--- config.mk ---
export PLATFORM = sky130hd
export DESIGN_NAME = pipeline_stall_ctrl_flat
export DESIGN_NICKNAME = d
export VERILOG_FILES = /design/src/rtl/pipeline_stall_ctrl_pkg.sv /design/src/rtl/pipeline_stall_ctrl_if.sv /design/src/rtl/pipeline_stall_ctrl_hazard_detect.sv /design/src/rtl/pipeline_stall_ctrl.sv /design/src/flat_wrapper.sv
export SDC_FILE = /design/constraint.sdc
export NUM_CORES = 1
export LEC_CHECK = 0
export CAP_MARGIN = 30
export CORE_MARGIN = 10
export CORE_UTILIZATION = 48
export CTS_CLUSTER_SIZE = 24
export DETAILED_ROUTE_END_ITERATION = 16
export PLACE_DENSITY = 0.78
export SYNTH_ARGS = -nofsm -noshare
export SYNTH_HDL_FRONTEND = slang
export SYNTH_SLANG_ARGS = --single-unit
--- constraint.sdc ---
create_clock -name Clock_i -period 3 [get_ports Clock_i]
set_input_delay 0.6 -clock Clock_i [delete_from_list [all_inputs] [get_ports Clock_i]]
set_output_delay 0.6 -clock Clock_i [all_outputs]
set_load 0.02 [all_outputs]
--- src/rtl/pipeline_stall_ctrl_pkg.sv ---
// Shared types and constants for the pipeline stall/flush controller
// and its hazard-detection helper.
package pipe_ctrl_pkg;

    typedef enum logic {
        IDLE = 1'b0,
        WAIT = 1'b1
    } state_e;

    localparam logic [4:0] REG_ZERO   = 5'd0;
    localparam int         WAIT_CNT_W = 8;

endpackage

--- src/rtl/pipeline_stall_ctrl_if.sv ---
// Data-cache miss handshake between the MEM stage, the cache and the
// stall controller.
// Handshake: dmem_req_o rises the cycle after a miss is seen and stays high
// until the cache returns dmem_ack_i (or the wait times out). dmem_ack_i is
// only meaningful while dmem_req_o is high; the ack cycle is the last cycle of
// the request.
interface pipeline_stall_ctrl_if;
    logic EXMEM_MemOp_i;
    logic dmem_hit_i;
    logic dmem_ack_i;
    logic dmem_req_o;

    modport master (
        input  EXMEM_MemOp_i,
        input  dmem_hit_i,
        input  dmem_ack_i,
        output dmem_req_o
    );

    modport slave (
        output EXMEM_MemOp_i,
        output dmem_hit_i,
        output dmem_ack_i,
        input  dmem_req_o
    );
endinterface

--- src/rtl/pipeline_stall_ctrl_hazard_detect.sv ---
// Load-use comparator: a load in EX whose destination feeds the
// instruction in ID. Writes to the zero register never create a hazard.
module hazard_detect
    import pipe_ctrl_pkg::*;
(
    input  logic       idex_mem_read_i,
    input  logic [4:0] idex_rt_i,
    input  logic [4:0] ifid_rs_i,
    input  logic [4:0] ifid_rt_i,
    output logic       load_use_o
);

    always_comb begin
        load_use_o = idex_mem_read_i
                     && (idex_rt_i != REG_ZERO)
                     && ((idex_rt_i == ifid_rs_i) || (idex_rt_i == ifid_rt_i));
    end

endmodule

--- src/rtl/pipeline_stall_ctrl.sv ---
// Central stall/flush controller: prioritises data-cache miss stalls over
// load-use bubbles over taken-branch flushes, and runs the cache handshake.
module pipeline_stall_ctrl
    import pipe_ctrl_pkg::*;
#(
    parameter int MAX_WAIT = 64,
    parameter int CNT_W    = 32
) (
    input  logic                 Clock_i,
    input  logic                 Reset_n_i,
    pipeline_stall_ctrl_if.master dmem,
    input  logic                 IDEX_MemRead_i,
    input  logic [4:0]           IDEX_Rt_i,
    input  logic [4:0]           IFID_Rs_i,
    input  logic [4:0]           IFID_Rt_i,
    input  logic                 branch_taken_i,
    output logic                 PC_stall_o,
    output logic                 IFID_stall_o,
    output logic                 IFID_flush_o,
    output logic                 IDEX_stall_o,
    output logic                 IDEX_bubble_o,
    output logic                 EXMEM_stall_o,
    output logic                 MEMWB_stall_o,
    output logic                 timeout_o,
    output logic [CNT_W-1:0]     stall_cycles_o,
    output state_e               state_o
);

    localparam logic [WAIT_CNT_W-1:0] WAIT_LAST = WAIT_CNT_W'(MAX_WAIT - 1);

    state_e                 state_q, state_d;
    logic [WAIT_CNT_W-1:0]  wait_cnt_q, wait_cnt_d;
    logic                   timeout_q, timeout_d;
    logic                   req_q, req_d;
    logic [CNT_W-1:0]       stall_cnt_q, stall_cnt_d;

    logic miss;
    logic timeout_now;
    logic mem_stall;
    logic load_use;
    logic load_use_eff;
    logic pc_stall;

    hazard_detect u_hazard_detect (
        .idex_mem_read_i (IDEX_MemRead_i),
        .idex_rt_i       (IDEX_Rt_i),
        .ifid_rs_i       (IFID_Rs_i),
        .ifid_rt_i       (IFID_Rt_i),
        .load_use_o      (load_use)
    );

    // The ack cycle (and a timeout cycle) releases the stall so MEM/WB captures
    // at that edge.
    always_comb begin
        miss         = dmem.EXMEM_MemOp_i && !dmem.dmem_hit_i;
        timeout_now  = (state_q == WAIT) && !dmem.dmem_ack_i && (wait_cnt_q == WAIT_LAST);
        mem_stall    = ((state_q == IDLE) && miss)
                       || ((state_q == WAIT) && !dmem.dmem_ack_i && !timeout_now);
        load_use_eff = load_use && !mem_stall;
        pc_stall     = mem_stall || load_use_eff;

        PC_stall_o    = pc_stall;
        IFID_stall_o  = pc_stall;
        IFID_flush_o  = branch_taken_i && !mem_stall && !load_use;
        IDEX_stall_o  = mem_stall;
        IDEX_bubble_o = load_use_eff;
        EXMEM_stall_o = mem_stall;
        MEMWB_stall_o = mem_stall;
    end

    always_comb begin
        state_d    = state_q;
        wait_cnt_d = wait_cnt_q;
        timeout_d  = timeout_q;
        case (state_q)
            IDLE: begin
                if (miss) begin
                    state_d    = WAIT;
                    wait_cnt_d = '0;
                end
            end
            WAIT: begin
                if (dmem.dmem_ack_i) begin
                    state_d = IDLE;
                end else if (timeout_now) begin
                    state_d   = IDLE;
                    timeout_d = 1'b1;
                end else begin
                    wait_cnt_d = wait_cnt_q + WAIT_CNT_W'(1);
                end
            end
            default: state_d = IDLE;
        endcase

        req_d = (state_d == WAIT);

        stall_cnt_d = stall_cnt_q;
        if (pc_stall && (stall_cnt_q != '1)) begin
            stall_cnt_d = stall_cnt_q + CNT_W'(1);
        end
    end

    always_ff @(posedge Clock_i or negedge Reset_n_i) begin
        if (!Reset_n_i) begin
            state_q     <= IDLE;
            wait_cnt_q  <= '0;
            timeout_q   <= 1'b0;
            req_q       <= 1'b0;
            stall_cnt_q <= '0;
        end else begin
            state_q     <= state_d;
            wait_cnt_q  <= wait_cnt_d;
            timeout_q   <= timeout_d;
            req_q       <= req_d;
            stall_cnt_q <= stall_cnt_d;
        end
    end

    assign dmem.dmem_req_o = req_q;
    assign timeout_o       = timeout_q;
    assign stall_cycles_o  = stall_cnt_q;
    assign state_o         = state_q;

endmodule

--- src/flat_wrapper.sv ---
// flat-port wrapper written by rule: the top's interface ports become plain ports
module pipeline_stall_ctrl_flat import pipe_ctrl_pkg::*;
#(
    parameter int MAX_WAIT = 64,
    parameter int CNT_W    = 32
)
  (Clock_i, Reset_n_i, IDEX_MemRead_i, IDEX_Rt_i, IFID_Rs_i, IFID_Rt_i, branch_taken_i, PC_stall_o, IFID_stall_o, IFID_flush_o, IDEX_stall_o, IDEX_bubble_o, EXMEM_stall_o, MEMWB_stall_o, timeout_o, stall_cycles_o, state_o, dmem_EXMEM_MemOp_i, dmem_dmem_hit_i, dmem_dmem_ack_i, dmem_dmem_req_o);
  pipeline_stall_ctrl_if dmem_i ();
  input  logic Clock_i;
  input  logic Reset_n_i;
  input  logic IDEX_MemRead_i;
  input  logic [4:0] IDEX_Rt_i;
  input  logic [4:0] IFID_Rs_i;
  input  logic [4:0] IFID_Rt_i;
  input  logic branch_taken_i;
  output logic PC_stall_o;
  output logic IFID_stall_o;
  output logic IFID_flush_o;
  output logic IDEX_stall_o;
  output logic IDEX_bubble_o;
  output logic EXMEM_stall_o;
  output logic MEMWB_stall_o;
  output logic timeout_o;
  output logic [CNT_W-1:0] stall_cycles_o;
  output state_e state_o;
  input wire logic [$bits(dmem_i.EXMEM_MemOp_i)-1:0] dmem_EXMEM_MemOp_i;
  input wire logic [$bits(dmem_i.dmem_hit_i)-1:0] dmem_dmem_hit_i;
  input wire logic [$bits(dmem_i.dmem_ack_i)-1:0] dmem_dmem_ack_i;
  output wire logic [$bits(dmem_i.dmem_req_o)-1:0] dmem_dmem_req_o;
  assign dmem_i.EXMEM_MemOp_i = dmem_EXMEM_MemOp_i;
  assign dmem_i.dmem_hit_i = dmem_dmem_hit_i;
  assign dmem_i.dmem_ack_i = dmem_dmem_ack_i;
  assign dmem_dmem_req_o = dmem_i.dmem_req_o;
  pipeline_stall_ctrl #(.MAX_WAIT(MAX_WAIT), .CNT_W(CNT_W)) u_core (.Clock_i(Clock_i), .Reset_n_i(Reset_n_i), .dmem(dmem_i), .IDEX_MemRead_i(IDEX_MemRead_i), .IDEX_Rt_i(IDEX_Rt_i), .IFID_Rs_i(IFID_Rs_i), .IFID_Rt_i(IFID_Rt_i), .branch_taken_i(branch_taken_i), .PC_stall_o(PC_stall_o), .IFID_stall_o(IFID_stall_o), .IFID_flush_o(IFID_flush_o), .IDEX_stall_o(IDEX_stall_o), .IDEX_bubble_o(IDEX_bubble_o), .EXMEM_stall_o(EXMEM_stall_o), .MEMWB_stall_o(MEMWB_stall_o), .timeout_o(timeout_o), .stall_cycles_o(stall_cycles_o), .state_o(state_o));
endmodule
# Yosys cells after proc, flatten, opt, wreduce, memory -nomap -nowiden
# Cells that the tools add are included.
# classes
addsub	2
eq_ne	7
mux	8
n_bitwise	2
reduce_logical	22
# ops
op	count
$add A32 B1 Y32 const B	1
$ne A32 B32 Y1 const B	1
$mux W8	3
$pmux W8 S2	1
$logic_and A1 B1 Y1	11
$eq A5 B5 Y1	2
$add A8 B1 Y8 const B	1
$eq A8 B6 Y1 const B	1
$reduce_and A3 Y1	2
$logic_not A1 Y1	5
$reduce_bool A5 Y1	1
$ne A2 B2 Y1 const B	2
$logic_or A1 B1 Y1	3
$mux W1	3
$ne A2 B1 Y1 const B	1
$not A1 Y1	2
$pmux W1 S2	1
# totals
regBits	42
input_bits	22
output_inout_bits	42
wordCells	45

# Depth between registers and ports, before layout
# Gate-level depths: netlist of run 1.
# logic_depth
ltp_word	10
mapped_depth	8
ltp_nobuf	7

# Hierarchy
# A second synthesis of run 1 with hierarchy kept.
# hier_totals
cells_unflattened	214
hier_area_um2	2342.2
# by_module_without_submodules
module	instances	cells_each	area_per_inst_um2	seq_area_each_um2
pipeline_stall_ctrl	1	197	2217.1	1051.0
hazard_detect	1	17	125.1	0.0

# Worst setup path after synthesis of run 1
# No wires, ideal clock.
# synth_timing
kind	input to output
from	input port IDEX_Rt_i[0]
to	output port IFID_flush_o
t_arrival_ns	2.012
t_required_ns	2.400
slack_ns	0.388
cell_stages	6
path_buffers	1
cell_sequence	or4_1 -> o21ai_1 -> inv_1 -> a21o_1 -> buf_2 -> nor2_1
# synth_via
elab_chain_len	5
elab_cells_between_ends	8
cone_classes	eq/ne (2); reduce/logical (6)
# synth_lines
element	line_no	source
start: declaration	flat_wrapper.sv:12	input logic [4:0] IDEX_Rt_i;
$eq A5 B5 Y1 or $reduce_bool A5 Y1 (tied branches)	pipeline_stall_ctrl_hazard_detect.sv:16, pipeline_stall_ctrl_hazard_detect.sv:15	
$logic_or A1 B1 Y1 or $logic_and A1 B1 Y1 (tied branches)	pipeline_stall_ctrl_hazard_detect.sv:16, pipeline_stall_ctrl_hazard_detect.sv:15	
$logic_and A1 B1 Y1 *	pipeline_stall_ctrl_hazard_detect.sv:16	&& ((idex_rt_i == ifid_rs_i) || (idex_rt_i == ifid_rt_i));
$logic_not A1 Y1 *	pipeline_stall_ctrl.sv:64	IFID_flush_o = branch_taken_i && !mem_stall && !load_use;
$logic_and A1 B1 Y1 *	pipeline_stall_ctrl.sv:64	
end: declaration	flat_wrapper.sv:18	output logic IFID_flush_o;
# Every way passes the cells marked *; elsewhere a longest branch is shown, timed or not.

# Final worst setup path of run 1
# Ends and elaborated chain as after synthesis.

==> results of run 1 <==
[sequential cells by signal (all words and copies together) (netlist names)]
register and flops:
u_core.stall_cycles_o 32, u_core.state_o 1, u_core.timeout_o 1, u_core.wait_cnt_q 8
[Yosys cell counts (all sizes together)]
cell type and number:
or4 1, nor2b 1, a21o 2, o21ai 4
or3b 1, nand3b 2, nand2 14, buf 10
ha 2, inv 7, dfrtp 42, nand2b 2
mux2i 1, nor3b 3, and4 3, nand4b 4
and2 1, xnor2 38, nor3 4, mux2 2
and3 11, xor2 8, nand3 25, o22ai 1
nor2 19, nand4 18
[layout make-up]
type	count	area [sq um]	area share, %
Inverter	7	26.3	0.856
Timing Repair Buffer	74	713	23.2
Tap cell	52	65.1	2.12
Clock buffer	6	82.6	2.69
Clock inverter	2	12.5	0.408
Multi-Input combinational cell	167	1120	36.4
Sequential cell	42	1050	34.2
[worst reg2reg max path, stage by stage (launching register included)]
cell                       delay [ps]
sky130_fd_sc_hd__dfrtp_1          360
sky130_fd_sc_hd__ha_1             240
sky130_fd_sc_hd__or3b_1           400
sky130_fd_sc_hd__o21ai_2          190
sky130_fd_sc_hd__nand2b_1         120
sky130_fd_sc_hd__a21o_1           220
sky130_fd_sc_hd__buf_4            250
sky130_fd_sc_hd__nand2_1          140
sky130_fd_sc_hd__mux2_2           340
[cell families after synthesis]
family	Yosys count
AOI/OAI and AO/OA	7
xor gates and xnor gates	46
adders and majority gates	2
buffers and inverters	17
DFF	42
muxes	3
and+or+nand+nor	109
[per-layer routing]
metal  up-vias  global-route usage (%)  routed length, um
li1        919                       -                  -
met1       901                    17.3               2330
met2        48                    24.1               2740
met3         2                    5.33                379
met4         0                    3.08                 23
met5         -                       0                  0
[cell usage in the layout (no fill, tap or decap), types with 2 or more instances in the layout]
cell / Yosys / final
sky130_fd_sc_hd__a21o_1: 2 / 2
sky130_fd_sc_hd__and3_1: 11 / 11
sky130_fd_sc_hd__and4_1: 3 / 3
sky130_fd_sc_hd__buf_2: 5 / 2
sky130_fd_sc_hd__buf_4: 4 / 10
sky130_fd_sc_hd__clkbuf_2: 0 / 2
sky130_fd_sc_hd__clkbuf_8: 0 / 6
sky130_fd_sc_hd__clkdlybuf4s50_1: 0 / 55
sky130_fd_sc_hd__dfrtp_1: 42 / 42
sky130_fd_sc_hd__dlymetal6s2s_1: 0 / 3
sky130_fd_sc_hd__ha_1: 2 / 2
sky130_fd_sc_hd__inv_1: 7 / 7
sky130_fd_sc_hd__mux2_2: 2 / 2
sky130_fd_sc_hd__nand2_1: 14 / 14
sky130_fd_sc_hd__nand2b_1: 2 / 2
sky130_fd_sc_hd__nand3_1: 25 / 25
sky130_fd_sc_hd__nand3b_1: 2 / 2
sky130_fd_sc_hd__nand4_1: 17 / 17
sky130_fd_sc_hd__nand4b_1: 3 / 3
sky130_fd_sc_hd__nor2_1: 19 / 19
sky130_fd_sc_hd__nor3_1: 3 / 3
sky130_fd_sc_hd__nor3b_1: 2 / 2
sky130_fd_sc_hd__o21ai_0: 2 / 2
sky130_fd_sc_hd__xnor2_1: 38 / 38
sky130_fd_sc_hd__xor2_1: 8 / 8
[final timing paths]
check / cells after the start / endpoint / slack [ps]
max reg2reg: 8 / u_core.stall_cycles_o[1] / 620
min reg2reg: 1 / u_core.timeout_o / 470
max: 7 / IFID_flush_o / 130
max in group asynchronous: 2 / u_core.stall_cycles_o[13] / 2320
min in group Clock_i: 1 / u_core.timeout_o / 470
min: 1 / u_core.wait_cnt_q[0] / 210
[power by group]
group | total, mW | internal, mW | switching, mW
clock | 0.373 | 0.185 | 0.188
combinational | 0.384 | 0.191 | 0.192
sequential | 0.682 | 0.616 | 0.0662
total | 1.44 | 0.992 | 0.447
[stage by stage]
step | instances | util (%)
finish | 350 | 69.1
global route | 350 | 69.1
CTS | 349 | 68.6
detailed placement | 341 | 66.6
global placement | 341 | 66.6
floorplan | 226 | -
[repair_timing]
item,in CTS,in global routing
setup endpoints to repair,7,6
buffers inserted,0,0
hold buffers,0,0
gates resized for setup,8,8
==> summary.md, run 1 <==
Timing would allow up to 0.348 GHz. In this run the vertical extent of the chip is 88.6 um. The horizontal extent of the die is 88.6 um.

From synthesis to final layout, the design area changed by 35.9%. Together, buffers and inverters on the worst path number 3. For this block, the routed nets add up to 5460 um of wire. The count of nets after finishing is 321. TritonCTS built the clock tree. The tools report the count of TritonRoute iterations in the first routing pass as 4. The logs give 2 for the H-tree depth reported by CTS and 42 for the clock sink count. Setup violations remaining at the end of the flow were counted as 0. Timing analysis after detailed placement gives a worst setup slack of -351 ps. Walking the worst path, the cells encountered are clkdlybuf4s50_1 > or4_1 > o21ai_1 > inv_1 > a21o_1 > nor2_1 > buf_2. The average footprint of a synthesized cell is 9.99 sq um. The pin count of the biggest net entering global routing was 43. The detailed placer's ending HPWL is 4140 um. The top fanout value on the critical path works out to 4. The start point of the critical path was IDEX_Rt_i[0]. In this design, the stage delay of the slowest critical-path cell is 550 ps. The tools report the count of pins on the block boundary as 64. The synthesized netlist devotes 27.1% of its cell area to simple gates. The count of nets left with antenna violations once routing finished came out at 0. The category of the most critical setup path was input port to output pin. The required time of the critical path came out at 2400 ps. Summing the sequential cell areas from Yosys gives 46.5% of the chip area.

The floorplan step defined a die boundary enclosing 7850 sq um. The overall global routing resource usage was 14.4%. For the worst setup path, the data arrival time is 2270 ps.

The number of flip-flops and latches in the synthesized netlist works out to 42. Class of the tightest hold or removal check: input port to asynchronous set/reset pin. The worst setup path is captured at an output pin. After technology mapping, the gate count stands at 226.

The flow ran to the end, and the final reports show no timing, DRC or antenna violations. For the via count of the first global-routing pass, the log shows 1,930. After filler insertion, the fill cell instance count of the layout stands at 373. The floorplan has 24 rows.

The number of warnings printed during yosys synthesis was 0; the power per cell area was 469 nW/um^2. Summing the areas of all fa, ha and maj instances in the mapped netlist gives 1.11% of the synthesized area. The clock passes through at most 2 buffers. The region available for standard cell placement spans 4440 sq um. The transition time at the pin with the least slew margin was 702 ps. The number of distinct library cells after synthesis was 33.

The count of endpoints failing hold in the final timing report came out at 0. At the end of routability-driven placement, the weighted congestion stood at 0.785. The detail-routed via count per cell works out to 5.34. The number of design-rule violations left by the first detailed-router iteration was 86; the standby leakage power was 1.34 nW. Worst IR drop on VDD: 0.256 mV.

The number of antenna violations at the first check in global routing was 0. The overall power consumption is 1.44 mW. The worst path in the final design needs a cycle of 2870 ps, including I/O delays and setup. The startpoint of the worst-slack reg-to-reg timing path is u_core.wait_cnt_q[1].

The number of violations of the max-capacitance limit was 0. Yosys attributes the largest share of cell area to sky130_fd_sc_hd__dfrtp_1, sky130_fd_sc_hd__xnor2_1, sky130_fd_sc_hd__nand3_1, sky130_fd_sc_hd__nand4_1, sky130_fd_sc_hd__nor2_1. For the final routed database, the setup TNS stands at 0 ps.

Clock-pin slew was measured on the worst setup and hold paths at 80 ps. Period utilization: 95.8%. Between clock sinks in the finished design, the worst skew comes to 4.62 ps. The tree is rooted in a sky130_fd_sc_hd__clkbuf_8. After detailed routing, the number of remaining DRC violations is 0. The total overflow left after global routing is 0. The post-synthesis instance area is 2260 sq um, and the share of Yosys cell area claimed by the top area cell type is 46.5%. Max-slew violation count: 0. The kind of cell with the highest combined delay along the critical path is buffers and inverters.

Library cell occupying the most area in the post-synthesis netlist: sky130_fd_sc_hd__dfrtp_1. The total nets after synthesis was 250. Setup repair after global routing left no endpoint under its margin. The slowest stage of the critical path belongs to the cell sky130_fd_sc_hd__or4_1. The tools report the worst slew margin relative to its limit as 52.8%. The initial utilization of the core area, before any placement, comes to 50.8%. After detailed routing, the average wire length per cell comes to 15.6 um. The synthesized netlist devotes 1.83% of its cell area to compound gates. The share of the synthesized netlist area taken by xor and xnor gates is 17.8%, and the via total after detailed routing is 1,870.

Setup slack after layout: 127 ps. The main combinational cell family by area after synthesis was simple AND/OR/NAND/NOR gates. The CTS buffer count is 5.

After synthesis, the share of cell area in mux cells is 1.44%. Summing all non-filler instances in the final layout gives an area of 3070 sq um. The fraction of layout cells with a size suffix above 1 was 10.1%. The first global-routing pass estimated 9140 um of wire.

The tools report the worst hold margin as 215 ps. The standard cell area after detailed placement was 2960 sq um; the antenna diode count was 0. The number of port buffers came out at 63. The nature of the critical path startpoint was an input port. Clock latency on the worst-skew pair: 280 ps.
(Power assumes the default switching activity.)
==> inputs of run 2 (changes only) <==
--- a/config.mk
+++ b/config.mk
@@ -10,6 +10,7 @@
 export CORE_UTILIZATION = 48
 export CTS_CLUSTER_SIZE = 24
 export DETAILED_ROUTE_END_ITERATION = 16
+export GPL_TIMING_DRIVEN = 0
 export PLACE_DENSITY = 0.78
 export SYNTH_ARGS = -nofsm -noshare
 export SYNTH_HDL_FRONTEND = slang
==> run 2 against run 1 <==
Against the previous run:
- non-clock buffer count increased by 3
- maximum frequency decreased by 1.8%
- clock skew increased by 1.5 ps
- first-iteration DRC count increased by 3.5%
- utilization increased by 0.20 points
- routed wire length increased by 2.4%
- flip-flop and latch count unchanged
- worst hold slack got worse by 72 ps
- critical path type unchanged
- critical endpoint is now PC_stall_o
- largest power group unchanged
==> summary.md, run 2 (synthesized netlist as in run 1, its figures left out) <==
The clock sink count was 42 (unchanged); the number of antenna violations at the first check in global routing was 0 (unchanged). The total DRC errors in the routed layout is 0 (unchanged). The tools report the number of design-rule violations left by the first detailed-router iteration as 89 (+3.5%). Number of violations of the max-capacitance limit: 0 (unchanged). The proportion of total power due to net switching was 30.9% (-0.17 points); the via count of the first global-routing pass was 1,896 (-1.8%). The count of nets after finishing was 324 (+0.93%); the number of placed instances, taps included was 342 (+0.29%).

The critical path is of the input port to output pin type. The minimum period implied by the final worst setup slack was 2930 ps (+52.2 ps); the number of flip-flops in the largest register was 32 (unchanged). The number of routed nets with antenna violations was 0 (unchanged); the overall global routing resource usage was 14.6% (+0.26 points). The run gives 50.8% (unchanged) as the starting density of the core. For the worst IR drop on VDD, the log shows 0.303 mV (+18%). The run gives 24.9% (-1.0 points) as the share of total power in the clock network.

The routed wire length is 5590 um (+2.4%), and the global-route congestion overflow total is 0 (unchanged). The maximum achievable frequency came out at 0.342 GHz (-1.8%). Most prevalent standard cell on the critical path: sky130_fd_sc_hd__buf_4. The tools report the worst slew margin relative to its limit as 50.1% (-2.7 points). Setup repair after global routing left no endpoint under its margin. The count of endpoints failing hold in the final timing report is 0 (unchanged). The worst slack at placement is -624 ps (-272 ps). Largest clock skew in the final design: 6.16 ps (+1.54 ps). The period utilization was 97.5% (+1.7 points); the top fanout value on the critical path was 11 (+7). The required time of the critical path was 2400 ps (about the same); the proportion of power drawn by flip-flops and latches was 47.6% (+0.2 points). The largest individual stage delay along the critical path comes from the cell sky130_fd_sc_hd__or4_1.

The y dimension of the die works out to 88.6 um (unchanged). The flow ran to the end, and the final reports show no timing, DRC or antenna violations. The logs give 2970 sq um (+0.38%) for the standard cell area after detailed placement and 24 (unchanged) for the count of standard-cell rows.

The run gives 1.33 nW (-0.38%) as the standby leakage power. The core area is 4440 sq um (unchanged), and the overall power consumption is 1.44 mW (-0.14%). The transition time at the pin with the least slew margin came out at 743 ps (+40.5 ps).

The antenna diode count was 0 (unchanged); the weighted congestion at the end of routability-driven global placement was 0.842 (+7.3%). The number of port buffers works out to 63 (unchanged). The logs give 143 ps (-72.2 ps) for the worst hold margin and 0 (unchanged) for the max-slew violation count. The fraction of layout cells with a size suffix above 1 is 11.0% (+0.97 points). The signal on the critical path passes through dlygate4sd2_1 > or4_1 > o21ai_1 > inv_1 > a21o_4 > buf_4 > buf_4 > buf_2. The root buffer cell chosen for the clock tree is sky130_fd_sc_hd__clkbuf_8. The number of hold buffers added after CTS came out at 0 (unchanged). The worst setup path is captured at an output pin. TritonCTS built the clock tree. The tools report the portion of total power attributed to combinational logic as 27.6% (+0.9 points). The horizontal extent of the die is 88.6 um (unchanged), and the pin count of the biggest net entering global routing is 38 (-12%). The switching power summed over all nets was 0.443 mW (-0.70%); the power per cell area was 467 nW/um^2 (-0.42%). The logs give 2330 ps (+60 ps) for the data arrival time of the critical path and 7850 sq um (unchanged) for the die footprint. The tools report the first-pass GRT wire length as 9200 um (+0.60%).

The run gives 4 (unchanged) as the count of TritonRoute iterations in the first routing pass. The logs give 0.993 mW (+0.11%) for the internal power of the cells and 5 (unchanged) for the CTS buffer count. The min-delay analysis places its worst path in the category input port to asynchronous set/reset pin.

The logs give 3080 sq um (+0.29%) for the post-route standard cell area excluding fillers and 64 (unchanged) for the count of pins on the block boundary. The clock latency on the worst-skew pair was 280 ps (about the same); the detail-routed via count per cell was 5.44 (+1.8%). The run gives 2 (unchanged) as the maximum clock insertion buffer count.

The commonest non-fill, non-tap cell in the layout is sky130_fd_sc_hd__clkdlybuf4s50_1. The run gives 4280 um (+3.4%) as the detailed placer's ending HPWL. The via total after detailed routing was 1,909 (+2.1%); the non-filler instance count after layout was 351 (+0.29%). The clock input transition at the sequential cells of the worst setup and hold paths was 70 ps (about the same). The tools report the nature of the critical path startpoint as an input port. The tools report the H-tree depth reported by CTS as 2 (unchanged).

The wire length per cell after detailed routing is 15.9 um (+2.1%), and the setup slack after layout is 74.4 ps (-52.2 ps). Relative to the synthesized area, the layout overhead comes to 36.3%. The delay contributed by the slowest stage of the critical path works out to 530 ps (-20 ps). The top cell types in the final layout, fill and taps aside, are sky130_fd_sc_hd__clkdlybuf4s50_1, sky130_fd_sc_hd__dfrtp_1, sky130_fd_sc_hd__xnor2_1. The count of endpoints failing setup in the final report came out at 0 (unchanged).
[run 2: cell types whose count changed in the layout (fill, tap and decap cells not counted), sizes merged, moves of 2 or more]
| cell | delta |
|---|---|
| clkdlybuf4s50 | -4 |
| buf | +4 |
| dlygate4sd2 | +7 |
| dlymetal6s2s | -2 |
[run 2: area by class of cell]
cell class	instances	area (sq um)
Clock buffer	6	82.6
Buffer	10	68.8
Sequential cell	42	1050
Multi-Input combinational cell	167	1130
Timing Repair Buffer	67	649
Tap cell	52	65.1
Inverter	7	26.3
Fill cell	371	1370
[run 2: final timing paths]
check | start | to | slack [ps] | depth (start not counted)
max | IDEX_Rt_i[0] | PC_stall_o | 70 | 8
min | Reset_n_i | u_core.wait_cnt_q[3] | 140 | 1
max reg2reg | u_core.wait_cnt_q[0] | u_core.stall_cycles_o[28] | 920 | 8
min reg2reg | u_core.timeout_o | u_core.timeout_o | 460 | 1
max in group asynchronous | Reset_n_i | u_core.stall_cycles_o[0] | 2420 | 2
min in group Clock_i | u_core.timeout_o | u_core.timeout_o | 460 | 1
[run 2: metal layers]
metal	track usage, %	up-vias	part of all wire [%]
met3	5.33	5	7.5
met1	17.9	918	43
met4	4.11	0	0.72
met2	23.8	56	49
met5	0	-	0
li1	-	930	-
[run 2: power groups by stage]
stage	registers [mW]	clock network [mW]	logic [mW]
after global placement	0.696	0	0.379
final	0.683	0.357	0.396
after floorplan	0.735	0	0.152
after detailed placement	0.699	0	0.390
after CTS	0.683	0.364	0.403
after global routing	0.691	0.390	0.428
[run 2: what timing repair did]
| item | in CTS | in global routing |
|---|---|---|
| endpoints found under the setup margin | 7 | 3 |
| resized for setup | 21 | 4 |
| setup buffers | 3 | 0 |
[run 2: worst max-delay path: cells and delay by family]
family / cells / cell delay [ps]
AND/OR/NAND/NOR: 1 / 530
AO/OA/AOI/OAI: 2 / 370
buffers and inverters: 5 / 820
[run 2: through the flow]
step | setup TNS [ps] | util, %
3_3_place_gp | -2410 | 66.5
2_1_floorplan | 0 | -
5_1_grt | 0 | 69.3
4_1_cts | 0 | 69.2
6_report | 0 | 69.3
3_5_place_dp | -2500 | 66.8
